`config.mk`:
```
export PLATFORM = sky130hd
export DESIGN_NAME = usb_rd_ctrl
export DESIGN_NICKNAME = d
export VERILOG_FILES = /design/src/rtl/usb_rd_ctrl.sv
export SDC_FILE = /design/constraint.sdc
export NUM_CORES = 1
export LEC_CHECK = 0
export ABC_AREA = 0
export BUFFER_PORTS_ARGS = -buffer_cell sky130_fd_sc_hd__buf_2
export CORE_ASPECT_RATIO = 2
export CORE_UTILIZATION = 35
export CTS_CLUSTER_SIZE = 24
export DETAILED_ROUTE_END_ITERATION = 10
export PLACE_DENSITY = 0.71
export SLEW_MARGIN = 20
export SYNTH_ARGS = -nofsm -noshare
export SYNTH_HDL_FRONTEND = slang
export SYNTH_SLANG_ARGS = --single-unit
```
`constraint.sdc`:
```
create_clock -name clk -period 3.55 [get_ports clk]
set_clock_uncertainty 0.05 [all_clocks]
set_input_delay 0.1775 -clock clk [delete_from_list [all_inputs] [get_ports clk]]
set_output_delay 0.1775 -clock clk [all_outputs]
set_load 0.03 [all_outputs]
```
`src/rtl/usb_rd_ctrl.sv`:
```
// Purpose : FX3 slave-FIFO reader; pulls PKT_WORDS-word packets into round-robin RAM banks.
// Latency : SLRD_n low -> RD_LAT cycles -> DQ captured -> wren_for_ram/wr_data/wr_addr one cycle later.
// Backpr. : FLAGA low pauses strobes mid-packet; bank_free[bank_sel] low holds the block in IDLE.
//
// Ports:
//   clk, rst_n        single clock, async active-low reset
//   enable            permits new packet starts (a packet in flight always completes)
//   USB3_FLAGA/DQ     FX3 data-available flag and 32-bit data bus
//   bank_free         per-bank "may be overwritten" flags
//   USB3_SLOE_n/SLRD_n FX3 output enable and read strobe (active-low)
//   usb_rd_state      current state code
//   wr_data/wr_addr   captured word and its index within the packet
//   wren_for_ram      one-hot write enable for the bank in bank_sel
//   pkt_done          one-cycle pulse after the last word of a packet is written
//   bank_sel          bank receiving the current or next packet
module usb_rd_ctrl #(
  parameter int PKT_WORDS = 256,
  parameter int RD_LAT    = 3,
  parameter int NUM_RAM   = 16
) (
  input  logic               clk,
  input  logic               rst_n,
  input  logic               enable,
  input  logic               USB3_FLAGA,
  input  logic [31:0]        USB3_DQ,
  input  logic [NUM_RAM-1:0] bank_free,
  output logic               USB3_SLOE_n,
  output logic               USB3_SLRD_n,
  output logic [3:0]         usb_rd_state,
  output logic [31:0]        wr_data,
  output logic [7:0]         wr_addr,
  output logic [NUM_RAM-1:0] wren_for_ram,
  output logic               pkt_done,
  output logic [3:0]         bank_sel
);

  localparam logic [3:0] S_IDLE    = 4'd0;
  localparam logic [3:0] S_SETTLE1 = 4'd3;
  localparam logic [3:0] S_SETTLE2 = 4'd4;
  localparam logic [3:0] S_OE      = 4'd5;
  localparam logic [3:0] S_READ    = 4'd6;
  localparam logic [3:0] S_TAIL    = 4'd7;
  localparam logic [3:0] S_DONE    = 4'd8;

  localparam logic [8:0] PKT_CNT   = 9'(PKT_WORDS);
  localparam logic [8:0] PKT_LAST  = 9'(PKT_WORDS - 1);
  localparam logic [3:0] BANK_LAST = 4'(NUM_RAM - 1);

  logic [3:0]        state;
  logic [3:0]        state_nxt;
  logic [8:0]        rd_cnt;
  logic [8:0]        wr_cnt;
  logic [RD_LAT-1:0] rd_pipe;
  logic              strobe;
  logic              word_vld;

  // The strobe follows FLAGA combinationally so a FIFO-empty cycle never
  // issues a read; rd_cnt only advances on cycles that actually strobe.
  assign strobe   = (state == S_READ) && USB3_FLAGA && (rd_cnt < PKT_CNT);
  assign word_vld = rd_pipe[RD_LAT-1];

  assign USB3_SLRD_n  = ~strobe;
  assign USB3_SLOE_n  = ~((state == S_OE) || (state == S_READ) || (state == S_TAIL));
  assign pkt_done     = (state == S_DONE);
  assign usb_rd_state = state;

  always_comb begin
    state_nxt = S_IDLE;
    case (state)
      S_IDLE: begin
        if (enable && USB3_FLAGA && bank_free[bank_sel]) state_nxt = S_SETTLE1;
        else                                              state_nxt = S_IDLE;
      end
      S_SETTLE1: state_nxt = USB3_FLAGA ? S_SETTLE2 : S_IDLE;
      S_SETTLE2: state_nxt = USB3_FLAGA ? S_OE : S_IDLE;
      S_OE:      state_nxt = S_READ;
      S_READ: begin
        // Leave on the final strobe so no dead cycle sits between READ and TAIL.
        if (strobe && (rd_cnt == PKT_LAST)) state_nxt = S_TAIL;
        else                                state_nxt = S_READ;
      end
      S_TAIL: begin
        // Wait for the read-latency pipeline to drain every requested word.
        if (wr_cnt == PKT_CNT) state_nxt = S_DONE;
        else                   state_nxt = S_TAIL;
      end
      S_DONE:  state_nxt = S_IDLE;
      default: state_nxt = S_IDLE;
    endcase
  end

  always_ff @(posedge clk or negedge rst_n) begin
    if (!rst_n) begin
      state        <= S_IDLE;
      rd_cnt       <= '0;
      wr_cnt       <= '0;
      rd_pipe      <= '0;
      wr_data      <= '0;
      wr_addr      <= '0;
      wren_for_ram <= '0;
      bank_sel     <= '0;
    end else begin
      state   <= state_nxt;
      rd_pipe <= (rd_pipe << 1) | RD_LAT'(strobe);

      if (state == S_OE)  rd_cnt <= '0;
      else if (strobe)    rd_cnt <= rd_cnt + 9'd1;

      wren_for_ram <= '0;
      if (word_vld) begin
        wr_data      <= USB3_DQ;
        wr_addr      <= wr_cnt[7:0];
        wren_for_ram <= NUM_RAM'(1) << bank_sel;
      end

      // The pipeline is empty in OE (the previous packet drained in TAIL),
      // so clearing here never loses a write.
      if (state == S_OE)  wr_cnt <= '0;
      else if (word_vld)  wr_cnt <= wr_cnt + 9'd1;

      if (state == S_DONE) begin
        if (bank_sel == BANK_LAST) bank_sel <= '0;
        else                       bank_sel <= bank_sel + 4'd1;
      end
    end
  end

endmodule

```
==> impl_results.md, run 1 <==
- First-pass GRT wire length: about 13 mm
- Tmin final: roughly 2.2 ns
- Die Ht: 147 microns
- Gpl congestion: 0.734
- Kind of critical path: reg -> out
- Syn avg cell area: around 12 sq um
- Reg2Reg Depth: 4
- DP Worst Slack: around 1.6 ns
- Clock transition at path regs: about 0.070 ns
- Achievable Freq: ~450 MHz
- DRC viols: 0
- Starting Density: 0.363
- Hold EP: wr_data[3]
- Post-synthesis cell count: between 200 and 300
- Die Wd: roughly 75 microns
- Hpwl dp: 5.55 mm
- CP Launch Type: flop
- Via density per instance: 4.74
- LEAKAGE: between 0.002 and 0.0025 uW
- Top_reg_cell synth: dfrtp_1
- Most common cell after layout, fill and taps aside: buf_2
- Reg2reg start: usb_rd_state[1]
- HP Class: in -> reg
- RSZ-0062 raised after global routing: no
- Total Wirelength: approximately 7.7 mm
- Synth top area share: 0.577
- Fin. max-slew vios: 0
- Status: finished clean
- Sequential area share after synthesis: 0.577
- Syn_nets: between 300 and 400
- Logic pwr share: 0.031
- Longest Clk Path Bufs: 2
- Vias in the first global route: between 2k and 3k
- Power density over the cells: approximately 440 nW/um^2
- IO buf count: around 120
- Clock group share of total power: 0.497
- H-tree levels: 3
- Max cap viols: 0
- Synth Register Bits: 85
- Die area: between 10000 and 15000 sq um
- Final hold viol count: 0
- Later-pin clock latency in the skew report: 0.34 ns
- Area contributors post-synth: dfrtp_1 58%, mux2_2 13%, nor2_1 3.5%
- CORE AREA: ~10000 sq um
- GRT overflow: 0
- Net Switching: around 440 uW
- Final Setup Violations: 0
- Post-synth EDFFs: 0
- CP required: ~3.3 ns
- Fin Setup TNS: 0 ns
- DR WL/cell: between 10 and 15 microns
- Nets@finish: roughly 480
- Maximum VDD drop: roughly 0.24 mV
- Max-slew headroom: 0.489
- DRT antenna net count: 0
- Layout area overhead: 28.7%
- Row count: 52
- Worst Tran Pin Value: 0.766 ns
- Share of layout cells above drive strength 1: 0.441
- Flop-to-flop setup slack: 1.71 ns
- Most frequent cells in the layout: 117 x buf_2, 84 x dfrtp_1, 41 x mux2_2
- Initial antenna violation count: 0
- Ys Warns: 0
- Reg2reg end: rd_cnt[0]
- Gates resized, CTS repair: 0
- Fill count: about 970
- Vias: between 2k and 3k
- Hold Path Origin: USB3_DQ[3]
- Internal: roughly 1600 uW
- Clock Tree Root: clkbuf_16
- Worst EP arrival: roughly 2 ns
- Critical Path End Type: output pin
- Clock sinks: 85
- Yosys cell types: 42
- Post-Syn Area: between 3000 and 4000 sq um
- Post-synth ARST share: 1.00
- I/O pins: roughly 120
- Largest area contributor in the netlist: dfrtp_1
- Hold depth: 2
- Post-CTS setup buffers: 0
- PnR worst setup slack: about 1.3 ns
- 1st-iter DRT viols: approximately 150
- Total track usage: 0.151
- Fin crit share: 0.627
- TritonCTS buffer count: 9
- Switching portion of total power: 0.213
- CTS tree: built
- Drt pass-1 iters: 4
- Sequential share of power: 0.471
- Number of diodes: 0
- Largest net degree at the start of global routing: 86
- Worst-path maximum fanout: 9
[power by group through the flow]
stage          registers (uW)  clock network (uW)  logic [uW]
6_report                  973                1030        64.9
5_1_grt                   973                1100        74.0
4_1_cts                   973                1050        65.6
3_5_place_dp              991                   0        65.4
3_3_place_gp              991                   0        63.1
2_1_floorplan             993                   0        13.2
[per-layer routing]
metal  vias up  wire length (microns)  global-route usage
li1       1270                      -                   -
met4         0                    227              0.0896
met5         -                      0                   0
met1      1278                   2790               0.153
met2        74                   4370               0.271
met3        17                    295              0.0288
[synthesized netlist by cell type (2+ instances only)]
cell,n
dfrtp_1,85
mux2_2,41
nor2_1,34
nand2_1,17
inv_1,12
ha_1,10
nand3_1,10
mux2i_1,9
xnor2_1,9
xor2_1,6
a21oi_1,5
nor3_1,5
buf_2,4
nand4_1,4
o21ai_0,4
buf_1,3
nor2b_1,3
a211oi_1,2
a22oi_1,2
a31oi_1,2
and2_1,2
and4_1,2
buf_4,2
clkbuf_1,2
nand2b_1,2
nand4bb_1,2
nor2_2,2
nor4_1,2
nor4_2,2
[logic make-up (layout without fill, tap and decap cells)]
group,count (synthesis),count (layout),share of synthesized area
buf+inv,24,148,0.0298
simple gates,95,95,0.142
compound gates,19,19,0.0322
mux,50,50,0.150
xor+xnor,15,15,0.0356
flops,85,85,0.577
fa+ha+maj,10,10,0.0339
[worst max path at each step]
stage | cells past startpoint | slack, ns | startpoint | endpoint
2_1_floorplan | 5 | 1.69 | usb_rd_state[1] | bank_sel[3]
3_3_place_gp | 3 | 1.67 | usb_rd_state[2] | rd_cnt[0]
3_5_place_dp | 3 | 1.57 | usb_rd_state[2] | rd_cnt[2]
4_1_cts | 4 | 1.32 | usb_rd_state[1] | USB3_SLRD_n
5_1_grt | 4 | 1.08 | usb_rd_state[1] | USB3_SLRD_n
6_report | 4 | 1.32 | usb_rd_state[1] | USB3_SLRD_n
[stage by stage]
step           power [uW]  utilization  cells  hold slack [ns]  area [sq um]
6_report             2070        0.468    557           0.0200          4750
4_1_cts              2090        0.466    556          0.00887          4730
3_3_place_gp         1050        0.433    540            0.282          4390
2_1_floorplan        1010            -    298           -0.168          3690
3_5_place_dp         1060        0.433    540            0.288          4390
5_1_grt              2140        0.468    557           0.0107          4750
[state kept, by name, indices dropped and copies added (netlist names)]
signal        cells
bank_sel          4
rd_cnt            9
rd_pipe           3
usb_rd_state      4
wr_addr           8
wr_cnt            9
wr_data          32
wren_for_ram     16
[critical path: stages (launching register included)]
cell and delay (ns):
dfrtp_1 0.56, nand4bb_1 0.45, nor2_1 0.41, inv_1 0.07, buf_2 0.18
[cell type report]
type                       instances  area (sq um)  share of cell area
clock buffer                       9           225              0.0474
clock inverter                     7           108              0.0227
inverter                          12          45.0             0.00949
multi-input combinational        189          1460               0.307
sequential                        85          2130               0.448
tap                              135           169              0.0356
timing repair buffer             120           614               0.129
[repair_timing]
item | in CTS | in global routing
hold buffers | 0 | 1
endpoints found under the setup margin | 0 | 0
hold endpoints to repair | 0 | 85
(Power assumes the default switching activity.)
==> inputs of run 2 (changes only) <==
--- a/config.mk
+++ b/config.mk
@@ -5,13 +5,13 @@
 export SDC_FILE = /design/constraint.sdc
 export NUM_CORES = 1
 export LEC_CHECK = 0
-export ABC_AREA = 0
+export ABC_AREA = 1
 export BUFFER_PORTS_ARGS = -buffer_cell sky130_fd_sc_hd__buf_2
 export CORE_ASPECT_RATIO = 2
 export CORE_UTILIZATION = 35
 export CTS_CLUSTER_SIZE = 24
 export DETAILED_ROUTE_END_ITERATION = 10
-export PLACE_DENSITY = 0.71
+export PLACE_DENSITY = 0.73
 export SLEW_MARGIN = 20
 export SYNTH_ARGS = -nofsm -noshare
 export SYNTH_HDL_FRONTEND = slang
==> constraint.sdc (replaced) <==
create_clock -name clk -period 2 [get_ports clk]
set_clock_uncertainty 0.05 [all_clocks]
set_input_delay 0.1 -clock clk [delete_from_list [all_inputs] [get_ports clk]]
set_output_delay 0.1 -clock clk [all_outputs]
set_load 0.03 [all_outputs]
==> impl_results.md, run 2 <==
- Status: finished clean
- Most common cell in the netlist: dfrtp_1
- Vias in the first global route: 3088 (+12%)
- Top cells by count, synth: 85 x dfrtp_1, 78 x nand2_1, 41 x nor2_1, 33 x mux2_2, 29 x inv_1
- Longest Clk Path Bufs: 2 (unchanged)
- Number of flip-flops under the largest register name: 32 (unchanged)
- Area contributors post-synth: dfrtp_1 57%, mux2_2 9.9%, nand2_1 7.8%
- Placed instance count: 620 (+15%)
- Largest regs: wr_data: 32 flops, wren_for_ram: 16 flops
- Most common cell after layout, fill and taps aside: buf_2
- DR WL/cell: 13.2 microns (-4.5%)
- Ys Warns: 0 (unchanged)
- Fill count: 960 (-0.83%)
- Total Wirelength: 8.80 mm (+15%)
- Tmin final: between 1.5 and 2 ns
- Post-synth ARST share: 1.00 (unchanged)
- Worst Tran Pin Value: 0.557 ns (-0.208 ns)
- Die Ht: 148 microns (+0.62%)
- Top_reg_cell synth: dfrtp_1
- CP required: 1.85 ns (-1.47 ns)
- Maximum VDD drop: 0.453 mV (+88%)
- Most frequent cells in the layout: 117 x buf_2, 84 x dfrtp_1, 78 x nand2_1
- Worst-path maximum fanout: 5 (-4)
- DRT antenna net count: 0 (unchanged)
- Clock Tree Root: clkbuf_16
- Kind of critical path: reg -> out
- CP Launch Type: flop
- 1st-iter DRT viols: 106 (-29%)
- Fin crit share: 0.871
- Clock group share of total power: 0.353 (-0.144)
- DRC viols: 0 (unchanged)
- Post-CTS setup buffers: 0 (unchanged)
- Post-synth EDFFs: 0 (unchanged)
- Internal: 3430 uW (+110%)
- Later-pin clock latency in the skew report: 0.33 ns (about the same)
- Synth Register Bits: 85 (unchanged)
- GRT overflow: 0 (unchanged)
- Net Switching: 1460 uW (+230%)
- Crit path buffers/inverters: 2 (unchanged)
- HP Class: in -> reg
- CTS tree: built
- Synth top area share: 0.570 (-0.00715)
- Max cap viols: 0 (unchanged)
- Die area: 11100 sq um (+1.2%)
- Area taken by multi-input logic gates: 1420 sq um (-2.8%)
- Power density over the cells: 953 nW/um^2 (+120%)
- Fin. max-slew vios: 0 (unchanged)
- Post-synthesis cell count: 371 (+24%)
- Crit path largest cell delay: 0.45 ns (-0.11 ns)
- Row count: 53 (+1.9%)
- Fin Setup TNS: 0 ns (unchanged)
- Vias: 3104 (+18%)
- FF/Latch Area: 2130 sq um (unchanged)
- Clock transition at path regs: 0.06 ns (about the same)
- Syn_nets: 433 (+20%)
- Logic pwr share: 0.208 (+0.177)
- Delay-heaviest family, CP: flip-flops
- Via density per instance: 4.65 (-1.9%)
- Sequential area share after synthesis: 0.570 (-0.00715)
- Slowest-stage cell, CP: dfrtp_1
- Crit-path cells: nor2_1 > nand3_1 > inv_1 > buf_2
- Most flop-heavy register: wr_data
- Number of diodes: 0 (unchanged)
- TritonCTS buffer count: 9 (unchanged)
- Switching portion of total power: 0.298 (+0.0856)
- LEAKAGE: 0.00260 uW (+5.0%)
- Total track usage: 0.166 (+0.0149)
- Gpl congestion: 0.792 (+7.8%)
- Post-Syn Area: 3730 sq um (+1.3%)
- Initial antenna violation count: 0 (unchanged)
- Die Wd: 75.0 microns (+0.61%)
- Final Setup Violations: 0 (unchanged)
- Starting Density: 0.359 (-0.00468)
- Drt pass-1 iters: 4 (unchanged)
- H-tree levels: 3 (unchanged)
- Critical Path End Type: output pin
- Gates resized, CTS repair: 0 (unchanged)
- Sequential share of power: 0.440 (-0.031)
- Share of layout cells above drive strength 1: 0.354 (-0.0867)
- Hold_buf cts: 33 (+33)
- Max-slew headroom: 0.628 (+0.139)
- Syn avg cell area: 10.1 sq um (-19%)
- Fin cells: 668 (+20%)
- Hpwl dp: 6.15 mm (+11%)
- Worst EP arrival: 1.59 ns (-0.41 ns)
- Final hold viol count: 0 (unchanged)
- Largest area contributor in the netlist: dfrtp_1
- Yosys cell types: 29 (-31%)
- Largest net degree at the start of global routing: 44 (-49%)
- RSZ-0062 raised after global routing: no
- Achievable Freq: 574 MHz
- CORE AREA: 10400 sq um (+2.6%)
- Layout area overhead: 37.2%
- Nets@finish: 589 (+23%)
- First-pass GRT wire length: 13.8 mm (+9.2%)
- IO buf count: 118 (unchanged)
- I/O pins: 119 (unchanged)
- Clock sinks: 85 (unchanged)
## run 2: worst paths after layout
| check | from | endpoint | slack (ns) | cells past startpoint |
|---|---|---|---|---|
| max in group asynchronous | rst_n | wr_cnt[7] | 1.02 | 3 |
| setup reg to reg | rd_pipe[2] | wr_cnt[7] | 0.35 | 7 |
| hold reg to reg | rd_pipe[0] | rd_pipe[1] | 0.30 | 0 |
| hold / removal | USB3_FLAGA | usb_rd_state[2] | 0.01 | 3 |
| setup / recovery | usb_rd_state[1] | pkt_done | 0.26 | 4 |
| min in group asynchronous | rst_n | wren_for_ram[9] | 0.25 | 2 |
## run 2: worst reg2reg max path, delay by kind of cell, from the launching register on
kind / cells / cell delay (ns)
AO/OA/AOI/OAI: 2 / 0.29
AND/OR/NAND/NOR: 5 / 0.68
flip-flops: 1 / 0.50
## run 2: area by class of cell
cell class,instances,share of cell area
Clock buffer,9,0.0440
Timing Repair Buffer,155,0.189
Tap cell,137,0.0335
Inverter,33,0.0247
Multi-Input combinational cell,243,0.277
Clock inverter,6,0.0173
Sequential cell,85,0.415
## run 2: kinds of logic (layout without fill, tap and decap cells)
family	Yosys count	after routing	share of synthesized area
buf+inv	43	203	0.0513
fa+ha+maj	10	10	0.0335
flops	85	85	0.570
compound gates	34	34	0.0496
mux	33	33	0.0995
simple gates	166	166	0.197
## run 2: power groups by stage
stage	registers, uW	clock network (uW)	logic (uW)
3_3_place_gp	2160	0	936
4_1_cts	2140	1770	1020
3_5_place_dp	2170	0	962
6_report	2150	1720	1010
5_1_grt	2180	1840	1120
2_1_floorplan	2360	0	423
## run 2: stage by stage
step	hold WS, ns	power (uW)	instance area [sq um]	utilization	setup slack, ns
after floorplan	-0.246	2790	3730	-	0.371
after global placement	0.0720	3100	4480	0.430	0.477
after detailed placement	0.0795	3130	4480	0.430	0.423
after CTS	0.00677	4940	5120	0.492	0.252
after global routing	0.0136	5130	5120	0.492	0.173
final	0.0128	4880	5120	0.492	0.258
## run 2: per-layer routing
layer	vias to the layer above	global-route usage	part of all wire
met5	-	0	0
met4	0	0.0811	0.019
met3	13	0.0366	0.052
met2	93	0.318	0.57
met1	1479	0.154	0.36
li1	1519	-	-
==> inputs of run 3 (changes only) <==
==> config.mk (replaced) <==
export PLATFORM = sky130hd
export DESIGN_NAME = usb_rd_ctrl
export DESIGN_NICKNAME = d
export VERILOG_FILES = /design/src/rtl/usb_rd_ctrl.sv
export SDC_FILE = /design/constraint.sdc
export NUM_CORES = 1
export LEC_CHECK = 0
export BUFFER_PORTS_ARGS = -buffer_cell sky130_fd_sc_hd__buf_2
export CORE_ASPECT_RATIO = 2
export CORE_UTILIZATION = 25
export CTS_CLUSTER_SIZE = 24
export DETAILED_ROUTE_END_ITERATION = 10
export PLACE_DENSITY = 0.59
export SYNTH_ARGS = -nofsm -noshare
export SYNTH_HDL_FRONTEND = slang
export SYNTH_SLANG_ARGS = --single-unit
==> impl_results.md, run 3 (synthesized netlist as in run 1, its figures left out) <==
- LEAKAGE: 0.00263 uW (+1.2%)
- Worst Tran Pin Value: 0.441 ns (-0.117 ns)
- Hold slack: 0.0549 ns (+0.0420 ns)
- Fin crit share: 0.913 (+0.0415)
- Nets@finish: 516 (-12%)
- Number of flip-flops under the largest register name: 32 (unchanged)
- Largest regs: wr_data: 32 flops, wren_for_ram: 16 flops
- H-tree levels: 3 (unchanged)
- HP Class: in -> reg
- Die area: 15300 sq um (+37%)
- Status: finished clean
- IO buf count: 118 (unchanged)
- Delay-heaviest family, CP: flip-flops
- Max cap viols: 0 (unchanged)
- TritonCTS buffer count: 9 (unchanged)
- Layout area overhead: 40.0%
- Kind of critical path: reg -> out
- Longest Clk Path Bufs: 2 (unchanged)
- RSZ-0062 raised after global routing: no
- Clock Tree Root: clkbuf_16
- Most frequent cells in the layout: 117 x buf_2, 84 x dfrtp_1, 41 x mux2_2
- PnR worst setup slack: 0.175 ns (-0.0829 ns)
- Clock sinks: 85 (unchanged)
- CP required: 1.85 ns (about the same)
- Fin. max-slew vios: 0 (unchanged)
- Hpwl dp: 6.11 mm (-0.64%)
- Most common cell after layout, fill and taps aside: buf_2
- Tot Pwr: 3590 uW (-27%)
- Clock transition at path regs: 0.06 ns (about the same)
- Worst EP arrival: 1.68 ns (+0.09 ns)
- Total Wirelength: 8.67 mm (-1.5%)
- Crit path largest cell delay: 0.55 ns (+0.10 ns)
- CTS tree: built
- DP Worst Slack: 0.279 ns (-0.144 ns)
- Final Setup Violations: 0 (unchanged)
- CP Launch Type: flop
- Later-pin clock latency in the skew report: 0.33 ns (about the same)
- CP Launch Point: usb_rd_state[1]
- Crit-path cells: nand4bb_1 > nor2_2 > inv_1 > buf_2
- Largest net degree at the start of global routing: 58 (+32%)
- Final hold viol count: 0 (unchanged)
- Max-slew headroom: 0.706 (+0.0777)
- DR WL/cell: 13.3 microns (+1.1%)
- Share of layout cells above drive strength 1: 0.414 (+0.0599)
- Crit path buffers/inverters: 2 (unchanged)
- Most flop-heavy register: wr_data
- First-pass GRT wire length: 14.0 mm (+1.1%)
- DRT antenna net count: 0 (unchanged)
- Achievable Freq: 548 MHz (-4.5%)
- Slowest-stage cell, CP: dfrtp_1
- Vias in the first global route: 2981 (-3.5%)
- Critical Path End Type: output pin
- GRT overflow: 0 (unchanged)
- 1st-iter DRT viols: 182 (+72%)
- Drt pass-1 iters: 4 (unchanged)
- Row count: 62 (+17%)
- DRC viols: 0 (unchanged)
- Maximum VDD drop: 0.330 mV (-27%)
- Hold Path Origin: USB3_FLAGA
- Initial antenna violation count: 0 (unchanged)
- Gpl congestion: 0.796 (+0.54%)
- Via density per instance: 4.36 (-6.1%)
- Die Ht: 174 microns (+17%)
- Tmin final: 1.83 ns (+0.0829 ns)
- Total track usage: 0.121 (-0.0448)
- Reg2reg start: usb_rd_state[1]
- Final design utilization: 0.360 (-0.132)
- Worst-path maximum fanout: 9 (+4)
- CORE AREA: 14400 sq um (+38%)
- Post-CTS setup buffers: 0 (unchanged)
- Fin Setup TNS: 0 ns (unchanged)
- Number of diodes: 0 (unchanged)
- Die Wd: 87.9 microns (+17%)
- Vias: 2839 (-8.5%)
- I/O pins: 119 (unchanged)
- Starting Density: 0.257 (-0.102)
- Power density over the cells: 694 nW/um^2 (-27%)
## run 3: cell types whose count changed in the layout (fill, tap and decap cells not counted), moves of 6 or more
cell     delta
xnor2_1     +9
inv_1      -17
mux2i_1     +9
nor2_1      -8
nand3_1    -16
mux2_2      +8
nand2_1    -61
xor2_1      +6
a21oi_1    -11
## run 3: timing repair
| item | 4_1_cts | 5_1_grt |
|---|---|---|
| endpoints found under the setup margin | 0 | 1 |
| endpoints found under the hold margin | 60 | 0 |
| gates resized for setup | 0 | 1 |
| hold buffers | 33 | 0 |
## run 3: worst paths after layout
| kind | to | slack [ns] | cells after the start |
|---|---|---|---|
| setup / recovery | USB3_SLRD_n | 0.17 | 4 |
| hold / removal | usb_rd_state[2] | 0.05 | 3 |
| setup reg to reg | usb_rd_state[0] | 0.28 | 4 |
| hold reg to reg | rd_pipe[2] | 0.29 | 0 |
| max in group asynchronous | rd_pipe[2] | 1.07 | 3 |
| min in group asynchronous | wren_for_ram[14] | 0.19 | 2 |
## run 3: area by class of cell
cell class | instances | area, sq um
flip-flops and latches | 85 | 2130
clock buffers | 13 | 260
well taps | 192 | 240
clock inverters | 3 | 43.8
fillers | 1418 | 9190
inverters | 12 | 45.0
repair buffers | 157 | 993
multi-input cells | 189 | 1450
## run 3: metrics by stage
step	instances	instance area [sq um]
3_5_place_dp	602	4530
4_1_cts	651	5160
6_report	651	5160
3_3_place_gp	602	4530
5_1_grt	651	5160
2_1_floorplan	298	3690
## run 3: metal layers
layer	track usage	part of all wire	routed length [microns]
met5	0	0	0
met4	0.0949	0.053	455
met3	0.0186	0.027	235
met2	0.228	0.57	4960
met1	0.107	0.35	3020
## run 3: report_power, final
part | leakage (uW) | switching (uW) | internal (uW)
sequential | 0.00118 | 5.79 | 1720
combinational | 0.00130 | 76.2 | 94.5
clock | 0.000150 | 651 | 1040
## run 3: worst register-to-register path: cells and delay by family, from the launching register on
| kind | cells | cell delay [ns] |
|---|---|---|
| DFF | 1 | 0.50 |
| and+or+nand+nor | 1 | 0.40 |
| AOI/OAI and AO/OA | 3 | 0.67 |
